[config.mk]
export PLATFORM = sky130hd
export DESIGN_NAME = muldiv_unit_flat
export DESIGN_NICKNAME = d
export VERILOG_FILES = /design/src/rtl/muldiv_unit_if.sv /design/src/rtl/muldiv_unit.sv /design/src/flat_wrapper.sv
export SDC_FILE = /design/constraint.sdc
export NUM_CORES = 1
export LEC_CHECK = 0
export BUFFER_PORTS_ARGS = -buffer_cell sky130_fd_sc_hd__buf_4
export CORE_MARGIN = 2
export CORE_UTILIZATION = 45
export CTS_BUF_LIST = sky130_fd_sc_hd__clkbuf_2 sky130_fd_sc_hd__clkbuf_4 sky130_fd_sc_hd__clkbuf_8
export CTS_CLUSTER_DIAMETER = 80
export DETAILED_ROUTE_END_ITERATION = 16
export SYNTH_ARGS = -nofsm -noshare
export SYNTH_HDL_FRONTEND = slang
export SYNTH_SLANG_ARGS = --single-unit
[constraint.sdc]
create_clock -name clk -period 9.4 [get_ports clk]
set_clock_uncertainty 0.2 [all_clocks]
set_input_delay 0.94 -clock clk [delete_from_list [all_inputs] [get_ports clk]]
set_output_delay 0.94 -clock clk [all_outputs]
set_load 0.01 [all_outputs]
[src/rtl/muldiv_unit_if.sv]
// -----------------------------------------------------------------------------
// muldiv_unit_if -- request/response bundle for the HI/LO multiply/divide unit.
//
// Signals
//   start  : request strobe, sampled every rising edge (master -> slave)
//   op     : 000 MULT, 001 MULTU, 010 DIV, 011 DIVU, 100 MTHI, 101 MTLO
//   a, b   : operands (rs, rt)
//   flush  : abort any in-flight operation
//   busy   : operation in progress (slave -> master)
//   done   : one-cycle completion pulse, new hi/lo visible in the same cycle
//   hi, lo : HI/LO architectural registers
//
// Handshake: a request is taken on a rising edge where start=1, busy=0 and
// flush=0 with a legal op; start while busy=1 is dropped, not queued. Long
// operations answer with a single done pulse; MTHI/MTLO never raise busy/done.
// -----------------------------------------------------------------------------
interface muldiv_unit_if;
  logic        start;
  logic [2:0]  op;
  logic [31:0] a;
  logic [31:0] b;
  logic        flush;
  logic        busy;
  logic        done;
  logic [31:0] hi;
  logic [31:0] lo;

  modport master (output start, op, a, b, flush, input busy, done, hi, lo);
  modport slave  (input start, op, a, b, flush, output busy, done, hi, lo);
endinterface

[src/rtl/muldiv_unit.sv]
// -----------------------------------------------------------------------------
// muldiv_unit -- iterative 32-bit multiply/divide unit with HI/LO registers.
//
// Ports
//   clk         : single clock, all state updates on posedge
//   rst         : synchronous active-high reset
//   bus         : muldiv_unit_if.slave (start/op/a/b/flush in, busy/done/hi/lo out)
//   dbg_state_o : current FSM state encoding
//
// Multiply is radix-2 shift-add, divide is radix-2 restoring; both run on
// operand magnitudes for 32 edges, then WB applies sign correction and writes
// HI/LO. busy covers exactly 33 cycles, done pulses once after WB.
//
// Configuration: define MULDIV_DIV_EN to include the divider (DIV/DIVU).
// Without it op 010/011 are treated as illegal and ignored.
// -----------------------------------------------------------------------------
module muldiv_unit (
  input  logic               clk,
  input  logic               rst,
  muldiv_unit_if.slave       bus,
  output logic [1:0]         dbg_state_o
);

`ifdef MULDIV_DIV_EN
  typedef enum logic [1:0] {S_IDLE, S_MUL, S_DIV, S_WB} state_t;
`else
  typedef enum logic [1:0] {S_IDLE, S_MUL, S_WB} state_t;
`endif

  state_t      state_q, state_d;
  logic [4:0]  cnt_q, cnt_d;
  logic [31:0] m_q, m_d;            // multiplicand / divisor magnitude
  logic [31:0] acc_hi_q, acc_hi_d;  // product high half / partial remainder
  logic [31:0] acc_lo_q, acc_lo_d;  // multiplier shifting out / quotient in
  logic        q_neg_q, q_neg_d;    // negate product or quotient at WB
  logic [31:0] hi_q, hi_d;
  logic [31:0] lo_q, lo_d;
  logic        done_q, done_d;

`ifdef MULDIV_DIV_EN
  logic        is_div_q, is_div_d;
  logic        r_neg_q, r_neg_d;    // remainder takes the dividend sign
  logic        div0_q, div0_d;
  logic [32:0] trial_w;
  logic [32:0] diff_w;
  logic        ge_w;
  logic [31:0] quo_w;
  logic [31:0] rem_w;
`endif

  logic        legal_w;
  logic        neg_a_w;
  logic        neg_b_w;
  logic [31:0] mag_a_w;
  logic [31:0] mag_b_w;
  logic [32:0] sum_w;
  logic [63:0] prod_w;

  always_comb begin
`ifdef MULDIV_DIV_EN
    legal_w = (bus.op <= 3'd5);
`else
    legal_w = (bus.op == 3'd0) || (bus.op == 3'd1) ||
              (bus.op == 3'd4) || (bus.op == 3'd5);
`endif
    // op[0]=0 selects the signed flavour of both MULT and DIV
    neg_a_w = ~bus.op[0] & bus.a[31];
    neg_b_w = ~bus.op[0] & bus.b[31];
    mag_a_w = neg_a_w ? (32'd0 - bus.a) : bus.a;
    mag_b_w = neg_b_w ? (32'd0 - bus.b) : bus.b;
  end

  always_comb begin
    state_d  = state_q;
    cnt_d    = cnt_q;
    m_d      = m_q;
    acc_hi_d = acc_hi_q;
    acc_lo_d = acc_lo_q;
    q_neg_d  = q_neg_q;
    hi_d     = hi_q;
    lo_d     = lo_q;
    done_d   = 1'b0;
    sum_w    = {1'b0, acc_hi_q} + (acc_lo_q[0] ? {1'b0, m_q} : 33'd0);
    prod_w   = q_neg_q ? (64'd0 - {acc_hi_q, acc_lo_q}) : {acc_hi_q, acc_lo_q};
`ifdef MULDIV_DIV_EN
    is_div_d = is_div_q;
    r_neg_d  = r_neg_q;
    div0_d   = div0_q;
    trial_w  = {acc_hi_q, acc_lo_q[31]};
    diff_w   = trial_w - {1'b0, m_q};
    ge_w     = (trial_w >= {1'b0, m_q});
    quo_w    = q_neg_q ? (32'd0 - acc_lo_q) : acc_lo_q;
    rem_w    = r_neg_q ? (32'd0 - acc_hi_q) : acc_hi_q;
`endif

    case (state_q)
      S_IDLE: begin
        if (bus.start && !bus.flush && legal_w) begin
          case (bus.op)
            3'd4: hi_d = bus.a;
            3'd5: lo_d = bus.a;
            default: begin
              acc_hi_d = 32'd0;
              acc_lo_d = mag_a_w;
              m_d      = mag_b_w;
              q_neg_d  = neg_a_w ^ neg_b_w;
              cnt_d    = 5'd0;
`ifdef MULDIV_DIV_EN
              is_div_d = bus.op[1];
              r_neg_d  = neg_a_w;
              div0_d   = (bus.b == 32'd0);
              state_d  = bus.op[1] ? S_DIV : S_MUL;
`else
              state_d  = S_MUL;
`endif
            end
          endcase
        end
      end
      S_MUL: begin
        // Add multiplicand into the high half, then shift the 64-bit pair right
        acc_hi_d = sum_w[32:1];
        acc_lo_d = {sum_w[0], acc_lo_q[31:1]};
        cnt_d    = cnt_q + 5'd1;
        if (cnt_q == 5'd31) state_d = S_WB;
      end
`ifdef MULDIV_DIV_EN
      S_DIV: begin
        // Restoring step: shift next dividend bit in, subtract when it fits.
        // A zero divisor always "fits", giving all-ones quotient, rem = |a|.
        acc_hi_d = ge_w ? diff_w[31:0] : trial_w[31:0];
        acc_lo_d = {acc_lo_q[30:0], ge_w};
        cnt_d    = cnt_q + 5'd1;
        if (cnt_q == 5'd31) state_d = S_WB;
      end
`endif
      S_WB: begin
`ifdef MULDIV_DIV_EN
        if (is_div_q) begin
          hi_d = rem_w;
          lo_d = div0_q ? 32'hFFFF_FFFF : quo_w;
        end else begin
          hi_d = prod_w[63:32];
          lo_d = prod_w[31:0];
        end
`else
        hi_d = prod_w[63:32];
        lo_d = prod_w[31:0];
`endif
        done_d  = 1'b1;
        state_d = S_IDLE;
      end
      default: state_d = S_IDLE;
    endcase

    // Abort wins over any progress or write-back in the same cycle
    if (state_q != S_IDLE && bus.flush) begin
      state_d = S_IDLE;
      hi_d    = hi_q;
      lo_d    = lo_q;
      done_d  = 1'b0;
    end
  end

  always_ff @(posedge clk) begin
    if (rst) begin
      state_q  <= S_IDLE;
      cnt_q    <= 5'd0;
      m_q      <= 32'd0;
      acc_hi_q <= 32'd0;
      acc_lo_q <= 32'd0;
      q_neg_q  <= 1'b0;
      hi_q     <= 32'd0;
      lo_q     <= 32'd0;
      done_q   <= 1'b0;
`ifdef MULDIV_DIV_EN
      is_div_q <= 1'b0;
      r_neg_q  <= 1'b0;
      div0_q   <= 1'b0;
`endif
    end else begin
      state_q  <= state_d;
      cnt_q    <= cnt_d;
      m_q      <= m_d;
      acc_hi_q <= acc_hi_d;
      acc_lo_q <= acc_lo_d;
      q_neg_q  <= q_neg_d;
      hi_q     <= hi_d;
      lo_q     <= lo_d;
      done_q   <= done_d;
`ifdef MULDIV_DIV_EN
      is_div_q <= is_div_d;
      r_neg_q  <= r_neg_d;
      div0_q   <= div0_d;
`endif
    end
  end

  assign bus.busy    = (state_q != S_IDLE);
  assign bus.done    = done_q;
  assign bus.hi      = hi_q;
  assign bus.lo      = lo_q;
  assign dbg_state_o = state_q;

endmodule

[src/flat_wrapper.sv]
// flat-port wrapper written by rule: the top's interface ports become plain ports
module muldiv_unit_flat 
  (clk, rst, dbg_state_o, bus_start, bus_op, bus_a, bus_b, bus_flush, bus_busy, bus_done, bus_hi, bus_lo);
  muldiv_unit_if bus_i ();
  input  logic clk;
  input  logic rst;
  output logic [1:0] dbg_state_o;
  input wire logic [$bits(bus_i.start)-1:0] bus_start;
  input wire logic [$bits(bus_i.op)-1:0] bus_op;
  input wire logic [$bits(bus_i.a)-1:0] bus_a;
  input wire logic [$bits(bus_i.b)-1:0] bus_b;
  input wire logic [$bits(bus_i.flush)-1:0] bus_flush;
  output wire logic [$bits(bus_i.busy)-1:0] bus_busy;
  output wire logic [$bits(bus_i.done)-1:0] bus_done;
  output wire logic [$bits(bus_i.hi)-1:0] bus_hi;
  output wire logic [$bits(bus_i.lo)-1:0] bus_lo;
  assign bus_i.start = bus_start;
  assign bus_i.op = bus_op;
  assign bus_i.a = bus_a;
  assign bus_i.b = bus_b;
  assign bus_i.flush = bus_flush;
  assign bus_busy = bus_i.busy;
  assign bus_done = bus_i.done;
  assign bus_hi = bus_i.hi;
  assign bus_lo = bus_i.lo;
  muldiv_unit u_core (.clk(clk), .rst(rst), .bus(bus_i), .dbg_state_o(dbg_state_o));
endmodule
After elaboration in Yosys (flattened, before gate mapping)

Index checks and enable logic that the tools add are counted.

Flip-flop bits (word level): 169
Input port bits: 71
Word-level logic and storage cells: 74
Output and inout bits: 68

Mux-type cells: 24
Add/sub/neg operators: 5
Reduce and logical (&&, ||, !) cells: 19
Eq/ne operators: 11
Bitwise logic cells: 6

Operator list:

| cell                                                | number |
|---|---|
| two-way mux 32 bit                                  | 11 |
| one-hot mux 32 bit (2 select lines)                 | 4 |
| two-way mux 64 bit                                  | 1 |
| subtractor 1 x 32 -> 32 bit, first input constant   | 2 |
| subtractor 1 x 64 -> 64 bit, first input constant   | 1 |
| adder 32 x 33 -> 33 bit                             | 1 |
| two-way mux 5 bit                                   | 2 |
| one-hot mux 5 bit (2 select lines)                  | 1 |
| AND reduction 3 bit                                 | 3 |
| != test 2 x 1 -> 1 bit, second input constant       | 4 |
| AND reduction 4 bit                                 | 2 |
| equality test 3 bit, second input constant          | 2 |
| two-way mux 2 bit                                   | 3 |
| nonzero test 2 bit                                  | 3 |
| adder 5 x 1 -> 5 bit, second input constant         | 1 |
| equality test 5 bit, second input constant          | 1 |
| one-hot mux 2 bit (2 select lines)                  | 1 |
| OR reduction 2 bit                                  | 2 |
| equality test 3 x 1 -> 1 bit, second input constant | 1 |
| logical AND 1 bit                                   | 3 |
| zero test 3 bit                                     | 1 |
| logical OR 1 bit                                    | 3 |
| inverter 1 bit                                      | 3 |
| bitwise AND 1 bit                                   | 2 |
| other kinds (7)                                     | 7 |

Logic depth before layout (Yosys ltp)

Gate-level depths: netlist (run 1).

Word-level depth: 7
Mapped depth: 14
Gate-level depth less buffers: 12

Least setup slack after synthesis (run 1)

OpenSTA, ideal clock, no wires.

Path type: input to register
From: input bus_b[4]
To: register u_core.m_q[16]
Arrival: 2870 ps
Path buffers: 0
Data required time: 9077 ps
Stages on the path: 7
Path slack: 6208 ps
Setup time: 123 ps
Cells stage by stage: or4_1 nor4_2 nand2_1 or4_1 o31ai_1 xor2_1 o21ai_0

Word-level cells in the longest chain between the ends: 2

RTL lines:

| item                        | line               | source |
|---|---|---|
| start, declared             | flat_wrapper.sv:11 | `input wire logic [$bits(bus_i.b)-1:0] bus_b;` |
| subtractor 1 x 32 -> 32 bit | muldiv_unit.sv:70  | `mag_b_w = neg_b_w ? (32'd0 - bus.b) : bus.b;` |
| two-way mux 32 bit          | muldiv_unit.sv:70  |  |
| end signal, assigned        | muldiv_unit.sv:184 | `m_q <= m_d;` |
| end, declared               | muldiv_unit.sv:32  | `logic [31:0] m_q, m_d;` |

No other way between the ends.
A chain may end at the register's enable or synchronous reset.

Final worst setup path (run 1)

From: register u_core.acc_lo_q[0]
To: register u_core.acc_hi_q[27]

Word-level cells in the longest chain between the ends: 3

RTL lines:

| item                                | line               | source |
|---|---|---|
| start, declared                     | muldiv_unit.sv:34  | `logic [31:0] acc_lo_q, acc_lo_d;` |
| start signal, assigned              | muldiv_unit.sv:186 | `acc_lo_q <= acc_lo_d;` |
| two-way mux 32 bit                  | muldiv_unit.sv:83  | `sum_w = {1'b0, acc_hi_q} + (acc_lo_q[0] ? {1'b0, m_q} : 33'd0);` |
| adder 32 x 33 -> 33 bit             | muldiv_unit.sv:83  |  |
| one-hot mux 32 bit (2 select lines) | muldiv_unit.sv:96  | `case (state_q)` |
| end signal, assigned                | muldiv_unit.sv:185 | `acc_hi_q <= acc_hi_d;` |
| end, declared                       | muldiv_unit.sv:33  | `logic [31:0] acc_hi_q, acc_hi_d;` |

No other way between the ends.

==> impl_metrics.ini, run 1 <==
[sta]
rsz0062_at_grt = no
hold_ws_ns = 0.253
worst_slew_pin_slew_ns = 1.11
clock.fmax_mhz = 253
finalHoldViolCount = 0
min_period_ns = 3.95
setup_viol = 0
fin_setup_tns_ns = 0
maxSlewHeadroom_pct = 25.9
finalCritPeriodShare_pct = 42.0
layout_setup_ws_ns = 5.45
report.final.slew_viol_count = 0

[setup_path]
crit_path_frequent_cell = o21ai_0
rr_startpoint = u_core.acc_lo_q[0]$_SDFFE_PP0P_
required_ns = 9.58
critPathSlowestCell = dfxtp_1
criticalPathCategory = flip-flop to flip-flop
worstSetupEndpointType = flip-flop
critPathMaxFanout = 36
crit_start = u_core.acc_lo_q[0]$_SDFFE_PP0P_
worstPathCellList = and2_1 -> ha_1 -> inv_1 -> fa_1 -> nor2b_1 -> o2111ai_1 -> a21oi_1 -> nor4bb_1 -> o21ai_0 -> o21ai_0 -> xnor2_1 -> a22o_1
critPathLaunchType = flip-flop
path_buf_inv = 1
max_stage_delay_ns = 1.00
critical-path-top-delay-family = compound AO/OA/AOI/OAI gates
cp_data_arrival_time_ns = 4.13

[detailed_routing]
vias_per_cell = 5.89
firstDrtPassIters = 8
initialDrtViolationCount = 787
drt-total-wl_um = 35600
wire_per_inst_um = 19.0
ant_nets = 0
drc_errors = 0
vias = 11000

[clock_network]
cts_hold_buf = 0
cts-htree-levels = 4
post_cts_resized = 0
root_buffer = clkbuf_8
tritoncts = done
clk_latency_ns = 0.48
cts.sinks = 169
clk_pin_slew_worst_paths_ns = 0.11
cts_setup_buffers = 0
clk_path_buf_depth = 2
numCtsBuffers = 17

[logic_synthesis]
yosys.area_share.xor_xnor_pct = 10.7
syn_nets = 1575
synthCells = 1466
synthFlopType = dfxtp_1
ys_types = 74
synth-compound-area-share_pct = 26.8
synth_edf_count = 0
syn_area_um2 = 11200
synth_top_family_by_area = compound AO/OA/AOI/OAI gates
yosys.area_share.adder_pct = 4.31
avgSynthCellArea_um2 = 7.64
ys_seq_area_share_pct = 30.2
ys_warn_count = 0
synth_mux_area_share_pct = 0.458
synth-seq-cells = 169
synth-simple-area-share_pct = 23.4
ys_async_sr_fraction_pct = 0

[global_routing]
grt.overflow.total = 0
grt.busiest_layer = met2
use_met2_pct = 45.6
grt_first_pass_wirelength_um = 56200
gr-usage-met3_pct = 3.37
use_met1_pct = 34.7
grt_max_degree = 78
gr-usage-all-layers_pct = 26.9
antenna_found_initial = 0
grt_pass1_vias = 10400

[pwr]
leakagePower_nw = 5.14
power.density_nw_per_um2 = 118
vdd_drop_max_uv = 75.3

[finish]
layout_common_cells = 168 x nor2_1, 168 x dfxtp_1, 153 x a21oi_1
antenna_cells = 0
drive_gt1_share_pct = 14.0
syn2layout_area_growth_pct = 14.3
stdcell_count = 1875
fin_nets = 1647

[die]
design.core.area_um2 = 24400
die_w_um = 162
die_height_um = 162
io_pins = 139
rows = 57
die_area_um2 = 26200
initial_core_util_pct = 45.9

[min_path]
hold_start = u_core.m_q[27]$_SDFFE_PP0P_
hold_class = flip-flop to flip-flop

[place]
port_buffers = 138
hpwl_um = 26700
place_ws_ns = 5.37
place_congestion = 0.869
dpl.cell_count = 1843

[run_status]
outcome = completed

[flow_run]
max_cap_violations = 0
per-stage QoR:
stage	power (mW)	cell area [µm²]	utilization (%)
after floorplan	0.891	11200	-
after global placement	0.985	12400	50.8
after detailed placement	0.985	12400	50.8
after CTS	1.51	12800	52.5
after global routing	1.56	12800	52.5
final	1.50	12800	52.5
layer usage:
metal	vias to the layer above	share of wire (%)
li1	5466	-
met3	68	5.1
met2	362	48
met1	5142	44
met5	-	0
met4	0	3.7
worst min-delay path, stage by stage, from the launching register on:
cell	delay, ns
dfxtp_1	0.32
nand2_1	0.05
a21oi_1	0.05
final cells by class:
type / count / area (µm²)
Timing Repair Buffer: 152 / 1140
Multi-Input combinational cell: 1177 / 7390
Inverter: 21 / 78.8
Sequential cell: 169 / 3380
Tap cell: 324 / 405
Clock buffer: 19 / 262
Fill cell: 2477 / 11600
Clock inverter: 13 / 133
cell usage after synthesis, types with 11 or more instances:
cell type / number / share of area (%)
nand3_1: 33 / 1.5
inv_1: 21 / 0.70
nor2b_1: 12 / 0.67
nor3_1: 31 / 1.4
ha_1: 37 / 4.1
o41ai_1: 12 / 0.94
and2_1: 35 / 2.0
o21ai_0: 79 / 3.5
a21oi_1: 154 / 6.9
or3_1: 20 / 1.1
a22oi_1: 23 / 1.5
o22ai_1: 15 / 0.84
nor2_1: 169 / 5.7
a22o_1: 20 / 1.6
a211oi_1: 58 / 3.9
dfxtp_1: 169 / 30
nand4_1: 17 / 0.95
a21o_1: 22 / 1.5
xor2_1: 86 / 6.7
xnor2_1: 51 / 4.0
and3_1: 14 / 0.78
clkbuf_1: 89 / 3.0
nand2_1: 130 / 4.4
nor4_1: 11 / 0.61
nand2b_1: 13 / 0.73
o31ai_1: 24 / 1.6
worst paths after layout:
path | end | slack (ns) | cells past startpoint
worst max-delay path | u_core.acc_hi_q[27]$_SDFFE_PP0P_ | 5.45 | 12
worst min-delay path | u_core.m_q[27]$_SDFFE_PP0P_ | 0.25 | 2
worst max register to register | u_core.acc_hi_q[27]$_SDFFE_PP0P_ | 5.45 | 12
worst min register to register | u_core.m_q[27]$_SDFFE_PP0P_ | 0.25 | 2
report_power, final:
group	switching [mW]	total, mW	leakage, nW	internal, mW
registers	0.0114	0.738	1.37	0.727
logic	0.146	0.233	3.58	0.0867
clock network	0.303	0.533	0.194	0.231
kinds of logic (layout without fill, tap and decap cells):
family,after synthesis,in the layout
AND/OR/NAND/NOR,530,530
XOR/XNOR,137,137
flip-flops,169,169
buffers and inverters,120,205
adder cells (fa/ha/maj),38,38
multiplexers,5,5
AO/OA/AOI/OAI,467,467
sequential cells by signal, summed over array words and instances, names as in the netlist:
signal and count:
u_core.q_neg_q 1, u_core.bus.hi 32, u_core.acc_lo_q 32, u_core.bus.lo 32
u_core.cnt_q 5, u_core.m_q 32, u_core.bus.done 1, u_core.acc_hi_q 32
u_core.dbg_state_o 2
(Power assumes the default switching activity.)
==> run 2: changes to the inputs <==
- PLACE_DENSITY: not set -> 0.67
- clock period: 9.4 -> 3.55 ns (I/O delays scaled with it)
==> run 2 against run 1 <==
Net effect:
- die area did not move
- combinational power rose to 2.8 times the previous value
- global-route usage increased by 0.45 points
- final area rose by 4.3%
- first-iteration DRC count grew 18%
- final cell count up 2.7%
- critical path depth shrank 1
- via count grew 3.0%
- sequential share of layout area is 1.1 points lower
==> impl_metrics.ini, run 2 (synthesized netlist as in run 1, its figures left out) <==
[run_status]
outcome = completed

[sta]
finalCritPeriodShare_pct = 93.5
setup_viol = 0
maxSlewHeadroom_pct = 27.0
clock.fmax_mhz = 301
fin_setup_tns_ns = 0
rsz0062_at_grt = no
worst_slew_pin_slew_ns = 1.09
report.final.slew_viol_count = 0
min_period_ns = 3.32
finalHoldViolCount = 0
hold_ws_ns = 0.0274

[place]
port_buffers = 138
hpwl_um = 26900
place_congestion = 0.936
place_area_um2 = 12600

[global_routing]
grt_max_degree = 70
grt.busiest_layer = met2
grt_pass1_vias = 10600
antenna_found_initial = 0
grt.overflow.total = 0
use_met1_pct = 35.2
grt_first_pass_wirelength_um = 57000
gr-usage-met3_pct = 3.93
use_met2_pct = 45.6
gr-usage-all-layers_pct = 27.3

[setup_path]
criticalPathCategory = flip-flop to flip-flop
required_ns = 3.73
critPathLaunchType = flip-flop
cp_data_arrival_time_ns = 3.49
rr_worst_depth = 11
critPathMaxFanout = 31
worstSetupEndpointType = flip-flop

[finish]
stdcell_area_um2 = 13400
antenna_cells = 0
final-seq-area_um2 = 3390
drive_gt1_share_pct = 14.7
mostFrequentLayoutCell = nor2_1
fillCellCount = 2349
syn2layout_area_growth_pct = 19.2
layout_common_cells = 168 x nor2_1, 167 x dfxtp_1, 164 x buf_4
multi_input_area_um2 = 7400
fin_nets = 1698

[detailed_routing]
drc_errors = 0
initialDrtViolationCount = 928
wire_per_inst_um = 19.0
vias = 11400
vias_per_cell = 5.90
firstDrtPassIters = 5
ant_nets = 0
drt-total-wl_um = 36600

[clock_network]
clk_latency_ns = 0.47
root_buffer = clkbuf_8
cts-htree-levels = 4
tritoncts = done
clk_path_buf_depth = 2
numCtsBuffers = 17
clk_pin_slew_worst_paths_ns = 0.10
cts.sinks = 169

[die]
io_pins = 139
rows = 57
initial_core_util_pct = 45.9
die_w_um = 162
design.core.area_um2 = 24400
die_height_um = 162
die_area_um2 = 26200

[pwr]
vdd_drop_max_uv = 230
leakagePower_nw = 5.39
power.density_nw_per_um2 = 307
total_power_mw = 4.10

[flow_run]
max_cap_violations = 0

[min_path]
hold_class = input port to flip-flop
whs_path_depth = 3
[run 2: layer usage]
layer	wire length, µm	up-vias
met1	15700	5247
met3	2430	91
li1	-	5564
met4	1440	0
met2	17000	468
met5	0	-
[run 2: what timing repair did]
item	CTS	global route
resized for setup	0	2
endpoints found under the hold margin	36	0
hold buffers	35	0
buffers inserted	0	0
endpoints found under the setup margin	0	2
[run 2: final timing paths]
path	slack, ns	endpoint	from
hold / removal	0.03	u_core.m_q[31]$_SDFFE_PP0P_	bus_b[31]
setup / recovery	0.23	u_core.acc_hi_q[26]$_SDFFE_PP0P_	u_core.acc_lo_q[0]$_SDFFE_PP0P_
setup reg to reg	0.23	u_core.acc_hi_q[26]$_SDFFE_PP0P_	u_core.acc_lo_q[0]$_SDFFE_PP0P_
hold reg to reg	0.25	u_core.m_q[27]$_SDFFE_PP0P_	u_core.m_q[27]$_SDFFE_PP0P_
[run 2: final cells by class]
type                            instances  share of cell area [%]
Multi-Input combinational cell       1177                    55.4
Sequential cell                       169                    25.4
Timing Repair Buffer                  203                    12.4
Tap cell                              324                    3.04
Clock buffer                           17                    1.75
Clock inverter                         15                    1.42
Inverter                               21                   0.590
[run 2: critical path, cell delays in order, from the launching register on]
cell and delay [ns]:
dfxtp_2 0.38, buf_12 0.17, and2_1 0.16, ha_1 0.38
a21oi_1 0.23, o21ai_0 0.14, or3_1 0.39, o22a_1 0.27
a31oi_1 0.36, o21ai_0 0.16, xor2_1 0.16, a22o_1 0.20
[run 2: where the power goes]
group / leakage (nW) / internal, mW / total (mW) / switching (mW)
sequential: 1.37 / 1.92 / 1.95 / 0.0301
clock: 0.208 / 0.709 / 1.50 / 0.787
combinational: 3.82 / 0.260 / 0.650 / 0.390
total: 5.39 / 2.89 / 4.10 / 1.21
[run 2: metrics by stage]
stage               worst slack [ns]  std cells  utilization, %
floorplan                      0.368       1466               -
global placement               0.282       1859            51.5
detailed placement             0.204       1859            51.5
CTS                            0.176       1926            54.7
global route                  0.0463       1926            54.7
finish                         0.231       1926            54.7
